<file path="src/rtl/dot_pos_display_if.sv">
// rtl/dot_pos_display_if.sv - dot vector in, position/flags and 2-digit display out
interface dot_pos_display_if;
    logic [15:0] dataIn;
    logic [6:0]  seg;
    logic [1:0]  an;
    logic [3:0]  pos;
    logic        valid;
    logic        moved;

    modport master (
        output dataIn,
        input  seg, an, pos, valid, moved
    );

    modport slave (
        input  dataIn,
        output seg, an, pos, valid, moved
    );
endinterface

</file>
<file path="src/rtl/dot_pos_display.sv">
// rtl/dot_pos_display.sv - one-hot dot position decoder with 2-digit multiplexed display
// Optional: DOT_POS_DISPLAY_BLANK_LEAD_EN blanks the tens digit for positions below 10.
module dot_pos_display #(
    parameter int SCAN_COUNT = 50000
) (
    input  logic            clk,
    input  logic            rst,
    dot_pos_display_if.slave bus
);
    localparam int CW = (SCAN_COUNT > 2) ? $clog2(SCAN_COUNT) : 1;
    localparam logic [CW-1:0] TERM = CW'(SCAN_COUNT - 1);

    localparam logic [6:0] SEG_DASH  = 7'b1111110;
    localparam logic [6:0] SEG_BLANK = 7'b1111111;

    logic [15:0]   data_reg_q, data_reg_d;
    logic [3:0]    pos_q, pos_d;
    logic          valid_q, valid_d;
    logic          moved_q, moved_d;
    logic [CW-1:0] scan_cnt_q, scan_cnt_d;
    logic          dig_sel_q, dig_sel_d;

    logic [3:0]    hit_pos;
    logic          one_hot;
    logic [3:0]    units;
    logic [6:0]    seg_c;

    function automatic logic [6:0] seg_of(input logic [3:0] d);
        case (d)
            4'd0:    seg_of = 7'b0000001;
            4'd1:    seg_of = 7'b1001111;
            4'd2:    seg_of = 7'b0010010;
            4'd3:    seg_of = 7'b0000110;
            4'd4:    seg_of = 7'b1001100;
            4'd5:    seg_of = 7'b0100100;
            4'd6:    seg_of = 7'b0100000;
            4'd7:    seg_of = 7'b0001111;
            4'd8:    seg_of = 7'b0000000;
            4'd9:    seg_of = 7'b0000100;
            default: seg_of = SEG_BLANK;
        endcase
    endfunction

    always_comb begin
        data_reg_d = bus.dataIn;
        one_hot    = ($countones(data_reg_q) == 1);
        hit_pos    = 4'd0;
        for (int i = 0; i < 16; i++) begin
            if (data_reg_q[i]) hit_pos = 4'(15 - i);
        end

        // Position holds across invalid samples; moved fires only on a valid landing.
        valid_d = one_hot;
        pos_d   = one_hot ? hit_pos : pos_q;
        moved_d = one_hot && (!valid_q || (hit_pos != pos_q));

        if (scan_cnt_q == TERM) begin
            scan_cnt_d = '0;
            dig_sel_d  = ~dig_sel_q;
        end else begin
            scan_cnt_d = scan_cnt_q + 1'b1;
            dig_sel_d  = dig_sel_q;
        end
    end

    always_ff @(posedge clk or posedge rst) begin
        if (rst) begin
            data_reg_q <= '0;
            pos_q      <= '0;
            valid_q    <= 1'b0;
            moved_q    <= 1'b0;
            scan_cnt_q <= '0;
            dig_sel_q  <= 1'b0;
        end else begin
            data_reg_q <= data_reg_d;
            pos_q      <= pos_d;
            valid_q    <= valid_d;
            moved_q    <= moved_d;
            scan_cnt_q <= scan_cnt_d;
            dig_sel_q  <= dig_sel_d;
        end
    end

    always_comb begin
        units = (pos_q >= 4'd10) ? (pos_q - 4'd10) : pos_q;
        seg_c = SEG_DASH;
        if (valid_q) begin
            if (!dig_sel_q) begin
                seg_c = seg_of(units);
            end else if (pos_q >= 4'd10) begin
                seg_c = seg_of(4'd1);
            end else begin
`ifdef DOT_POS_DISPLAY_BLANK_LEAD_EN
                seg_c = SEG_BLANK;
`else
                seg_c = seg_of(4'd0);
`endif
            end
        end
    end

    assign bus.seg   = seg_c;
    assign bus.an    = dig_sel_q ? 2'b01 : 2'b10;
    assign bus.pos   = pos_q;
    assign bus.valid = valid_q;
    assign bus.moved = moved_q;
endmodule

</file>
<file path="src/flat_wrapper.sv">
// flat-port wrapper written by rule: the top's interface ports become plain ports
module dot_pos_display_flat 
#(
    parameter int SCAN_COUNT = 50000
)
  (clk, rst, bus_dataIn, bus_seg, bus_an, bus_pos, bus_valid, bus_moved);
  dot_pos_display_if bus_i ();
  input  logic clk;
  input  logic rst;
  input wire logic [$bits(bus_i.dataIn)-1:0] bus_dataIn;
  output wire logic [$bits(bus_i.seg)-1:0] bus_seg;
  output wire logic [$bits(bus_i.an)-1:0] bus_an;
  output wire logic [$bits(bus_i.pos)-1:0] bus_pos;
  output wire logic [$bits(bus_i.valid)-1:0] bus_valid;
  output wire logic [$bits(bus_i.moved)-1:0] bus_moved;
  assign bus_i.dataIn = bus_dataIn;
  assign bus_seg = bus_i.seg;
  assign bus_an = bus_i.an;
  assign bus_pos = bus_i.pos;
  assign bus_valid = bus_i.valid;
  assign bus_moved = bus_i.moved;
  dot_pos_display #(.SCAN_COUNT(SCAN_COUNT)) u_core (.clk(clk), .rst(rst), .bus(bus_i));
endmodule
</file>
<file path="config.mk">
export PLATFORM = sky130hd
export DESIGN_NAME = dot_pos_display_flat
export DESIGN_NICKNAME = d
export VERILOG_FILES = /design/src/rtl/dot_pos_display_if.sv /design/src/rtl/dot_pos_display.sv /design/src/flat_wrapper.sv
export SDC_FILE = /design/constraint.sdc
export NUM_CORES = 1
export LEC_CHECK = 0
export ABC_AREA = 1
export BUFFER_PORTS_ARGS = -buffer_cell sky130_fd_sc_hd__clkbuf_2
export CORE_MARGIN = 1.5
export CORE_UTILIZATION = 55
export DETAILED_ROUTE_END_ITERATION = 10
export PLACE_DENSITY = 0.77
export SYNTH_ARGS = -nofsm -noshare
export SYNTH_HDL_FRONTEND = slang
export SYNTH_SLANG_ARGS = --single-unit
</file>
<file path="constraint.sdc">
create_clock -name clk -period 6 [get_ports clk]
set_clock_uncertainty 0.1 [all_clocks]
set_input_delay 0.6 -clock clk [delete_from_list [all_inputs] [get_ports clk]]
set_output_delay 0.6 -clock clk [all_outputs]
set_load 0.01 [all_outputs]
</file>
==> run summary <==
The synthesized netlist contains 31 unique library cells. TritonCTS built the clock tree. Summed over all cells, the static leakage comes to 1.56 nW. Area of the die: 0.00500 mm^2.

Routability-driven placement finished with a final weighted congestion of 0.822. The worst setup margin was 1.28 ns; the maximum buffer depth of the clock tree was 2. The signed area change from the synthesized netlist to the final layout came out at 14.2%.

The worst pin sits at a relative slew slack of 56.5%. After global routing the overflow that remains totals 0. The run gives 0 as the number of antenna violations at the first check in global routing. The worst path needs 4.72 ns of the cycle, external delays included.

Class of the tightest hold or removal check: in2async. Input and output buffers added on the ports amount to 32. Along the worst path, the maximum fanout reaches 6.

Ranked by total cell area, the synthesized netlist is headed by sky130_fd_sc_hd__dfrtp_1, sky130_fd_sc_hd__ha_1, sky130_fd_sc_hd__inv_1, sky130_fd_sc_hd__fa_1, sky130_fd_sc_hd__nand2_1. The most used routing layer was met2. The share of async-settable or async-resettable flops after synthesis works out to 100%. The mean instance size in the synthesized netlist is 8.61 um^2. The floorplan step set the die width to 70.7 um. Once the floorplan was initialized, standard cells occupied 57.5% of the core. The tools report the CTS sink count as 39. The clock transition time at the flip-flop clock pins of the worst setup and hold paths works out to 0.08 ns.

Cell type contributing the most total cell area after synthesis: sky130_fd_sc_hd__dfrtp_1. The global routing usage summed across all routing layers came out at 20.7%. The upper clock frequency limit was 0.212 GHz. The total power of the final layout was 0.849 mW; the number of cells traversed by the worst register-to-register path was 15.

The kind of end point of the critical path is a register. The clock reaches the later pin of the worst-skew pair after 0.29 ns. Entering global routing, the biggest net connects 40 pins. In this run the power density over the cells is 295 mW/mm^2.

After the first detailed-routing iteration, the DRC count stood at 106. The antenna diode instance count is 0. The kind of start point of the critical path is a register.

Summed over all failing endpoints, the final setup total negative slack is 0 ns. The logs give 4.80 ns for the data arrival at the endpoint of the critical path and 383 for the total number of nets in the final design. The layout filler cell count was 345. For met3 alone, demand over resource in global routing was 4.70%. The number of clock buffers added by TritonCTS is 5. The run finished with clean final reports. Setup repair after global routing left no endpoint under its margin.

Summing all multi-input logic gate instances after layout gives 0.00129 mm^2. Flip-flop and latch area: 976 um^2. The worst register-to-register path begins at u_core.data_reg_q[14].

Count of pins over their slew limit: 0. After detailed routing, the total wire length is 4.50 mm. The worst endpoint required time was 6.07 ns; the portion of the clock cycle consumed by the worst path in the final layout was 78.7%. Of the synthesized area, sequential elements account for 38.7%. The floorplan step set the die height to 70.7 um. In this run the register-to-register setup slack is 1.28 ns. The worst-case IR drop observed on VDD is 0.175 mV. The worst register-to-register path ends at u_core.bus.pos[3].

The number of enable-type register cells in the synthesized netlist is 0. At the pin with the least slew margin, the transition time is 0.646 ns. The wire-length estimate of the detail-placed layout is 3.58 mm. The start-to-end type of the worst setup path was reg2reg. In this run the cell area of the synthesized design comes to 0.00252 mm^2. The total setup violations reported at the end of the flow was 0; the post-synth net total was 344. Before CTS, the worst setup slack after placement is 1.27 ns.

The count of H-tree levels built during CTS is 2. After clock tree synthesis, the repair step resized 0 gates. The final hold violation count is 0, and the floorplan core area is 0.00438 mm^2. The library cell with the highest instance count after synthesis was sky130_fd_sc_hd__inv_1. Synthesis inferred 39 register bits. The count of boundary I/O pins was 33; the via density per instance was 4.99. Dividing the detail-routed wire length by the instance count gives 11.7 um. For met2 alone, demand over resource in global routing was 32.5%. The logs give 0 for the post-route antenna net violation count and 1921 for the via count.

By count the netlist is led by sky130_fd_sc_hd__inv_1, sky130_fd_sc_hd__nand2_1, sky130_fd_sc_hd__dfrtp_1, sky130_fd_sc_hd__nor2_1, sky130_fd_sc_hd__ha_1. The area share of the leading cell type in the synthesized netlist is 38.7%, and the number of buffers added to fix hold violations after cts is 0. The post-detailed-route DRC marker count came out at 0. The run gives 0 as the number of warnings issued by yosys. The number of placement rows was 24. Most instantiated flip-flop cell in the synthesis netlist: sky130_fd_sc_hd__dfrtp_1. The count of TritonRoute iterations in the first routing pass came out at 6. The tools report the post-CTS setup buffer count as 0. The met1 demand-to-capacity share in global routing is 29.0%. Synthesis produced a netlist whose cell count is 293. The first global-routing pass estimated 8.10 mm of wire. The share of cells above drive strength 1 is 16.8%, and the number of max-cap violations is 0. Clock tree root buffer cell: sky130_fd_sc_hd__clkbuf_8. The via count of the first global-routing pass is 1833.
worst max path at each step:
stage,start,end,slack (ns),cells after the start
finish,u_core.data_reg_q[14],u_core.bus.pos[3],1.28,15
global route,u_core.data_reg_q[14],u_core.bus.pos[2],0.91,15
floorplan,u_core.data_reg_q[14],u_core.bus.pos[3],1.53,15
CTS,u_core.data_reg_q[14],u_core.bus.pos[3],1.25,14
detailed placement,u_core.data_reg_q[14],u_core.bus.pos[3],1.27,14
global placement,u_core.data_reg_q[14],u_core.bus.pos[3],1.39,15
kinds of logic (layout without fill, tap and decap cells):
| family | Yosys count | after routing | synth area share, % |
|---|---|---|---|
| AND/OR/NAND/NOR | 112 | 112 | 21.7 |
| buffers and inverters | 67 | 107 | 10.1 |
| flip-flops | 39 | 39 | 38.7 |
| AO/OA/AOI/OAI | 37 | 37 | 8.09 |
| adder cells (fa/ha/maj) | 33 | 33 | 19.6 |
| XOR/XNOR | 5 | 5 | 1.74 |
power breakdown:
part           switching (mW)  internal (mW)  leakage [nW]
Sequential             0.0162          0.278         0.491
Clock                  0.0922          0.166        0.0654
Combinational           0.174          0.122         0.999
flip-flops by register name (all words and copies together), names as in the netlist:
register	flops
u_core.bus.pos	4
u_core.scan_cnt_q	16
u_core.bus.moved	1
u_core.dig_sel_q	1
u_core.data_reg_q	16
u_core.bus.valid	1
through the flow:
stage / cells / util [%] / hold WS, ns / instance area [um^2]
4_1_cts: 385 / 65.7 / 0.302 / 2880
3_5_place_dp: 377 / 62.7 / 0.380 / 2750
5_1_grt: 385 / 65.7 / 0.294 / 2880
3_3_place_gp: 377 / 62.7 / 0.374 / 2750
6_report: 385 / 65.7 / 0.288 / 2880
2_1_floorplan: 293 / - / 0.352 / 2520
worst max-delay path, cell delays in order, from the launching register on:
cell and delay [ns]:
sky130_fd_sc_hd__dfrtp_1 0.40, sky130_fd_sc_hd__ha_1 0.22, sky130_fd_sc_hd__fa_1 0.53, sky130_fd_sc_hd__inv_1 0.05, sky130_fd_sc_hd__fa_1 0.50, sky130_fd_sc_hd__fa_1 0.54
sky130_fd_sc_hd__inv_1 0.06, sky130_fd_sc_hd__fa_1 0.48, sky130_fd_sc_hd__ha_1 0.24, sky130_fd_sc_hd__fa_1 0.44, sky130_fd_sc_hd__nor2_1 0.12, sky130_fd_sc_hd__nand3b_1 0.08
sky130_fd_sc_hd__a211oi_1 0.49, sky130_fd_sc_hd__inv_1 0.18, sky130_fd_sc_hd__nand2_1 0.09, sky130_fd_sc_hd__o21ai_0 0.08
final cells by class:
cell class	instances	share of cell area, %
Inverter	66	8.60
Timing Repair Buffer	33	5.82
Sequential cell	39	33.9
Multi-Input combinational cell	187	44.8
Clock buffer	6	2.52
Tap cell	52	2.26
Clock inverter	2	2.09
placed cells by master (no fill, tap or decap), types with 2 or more instances in the layout:
master | netlist | routed
sky130_fd_sc_hd__xor2_1 | 5 | 5
sky130_fd_sc_hd__inv_1 | 64 | 64
sky130_fd_sc_hd__o21ai_0 | 21 | 21
sky130_fd_sc_hd__nor3_4 | 2 | 2
sky130_fd_sc_hd__nor3_1 | 6 | 6
sky130_fd_sc_hd__fa_1 | 11 | 11
sky130_fd_sc_hd__ha_1 | 22 | 22
sky130_fd_sc_hd__nand4_1 | 5 | 5
sky130_fd_sc_hd__nand3_2 | 2 | 2
sky130_fd_sc_hd__nor2_2 | 3 | 3
sky130_fd_sc_hd__bufinv_16 | 0 | 2
sky130_fd_sc_hd__clkbuf_2 | 0 | 32
sky130_fd_sc_hd__nand2_1 | 44 | 44
sky130_fd_sc_hd__nor2_1 | 31 | 31
sky130_fd_sc_hd__clkbuf_8 | 0 | 5
sky130_fd_sc_hd__nand3_1 | 7 | 7
sky130_fd_sc_hd__dfrtp_1 | 39 | 39
sky130_fd_sc_hd__a21oi_1 | 8 | 8
sky130_fd_sc_hd__nor4_1 | 5 | 5
sky130_fd_sc_hd__a31oi_1 | 3 | 3
sky130_fd_sc_hd__inv_2 | 2 | 2
layer usage:
metal / up-vias / routed length, um
met5: - / 0
met4: 0 / 61
met3: 5 / 187
met2: 47 / 2100
met1: 871 / 2150
li1: 998 / -
No activity file was read; power rests on OpenSTA's default activity.
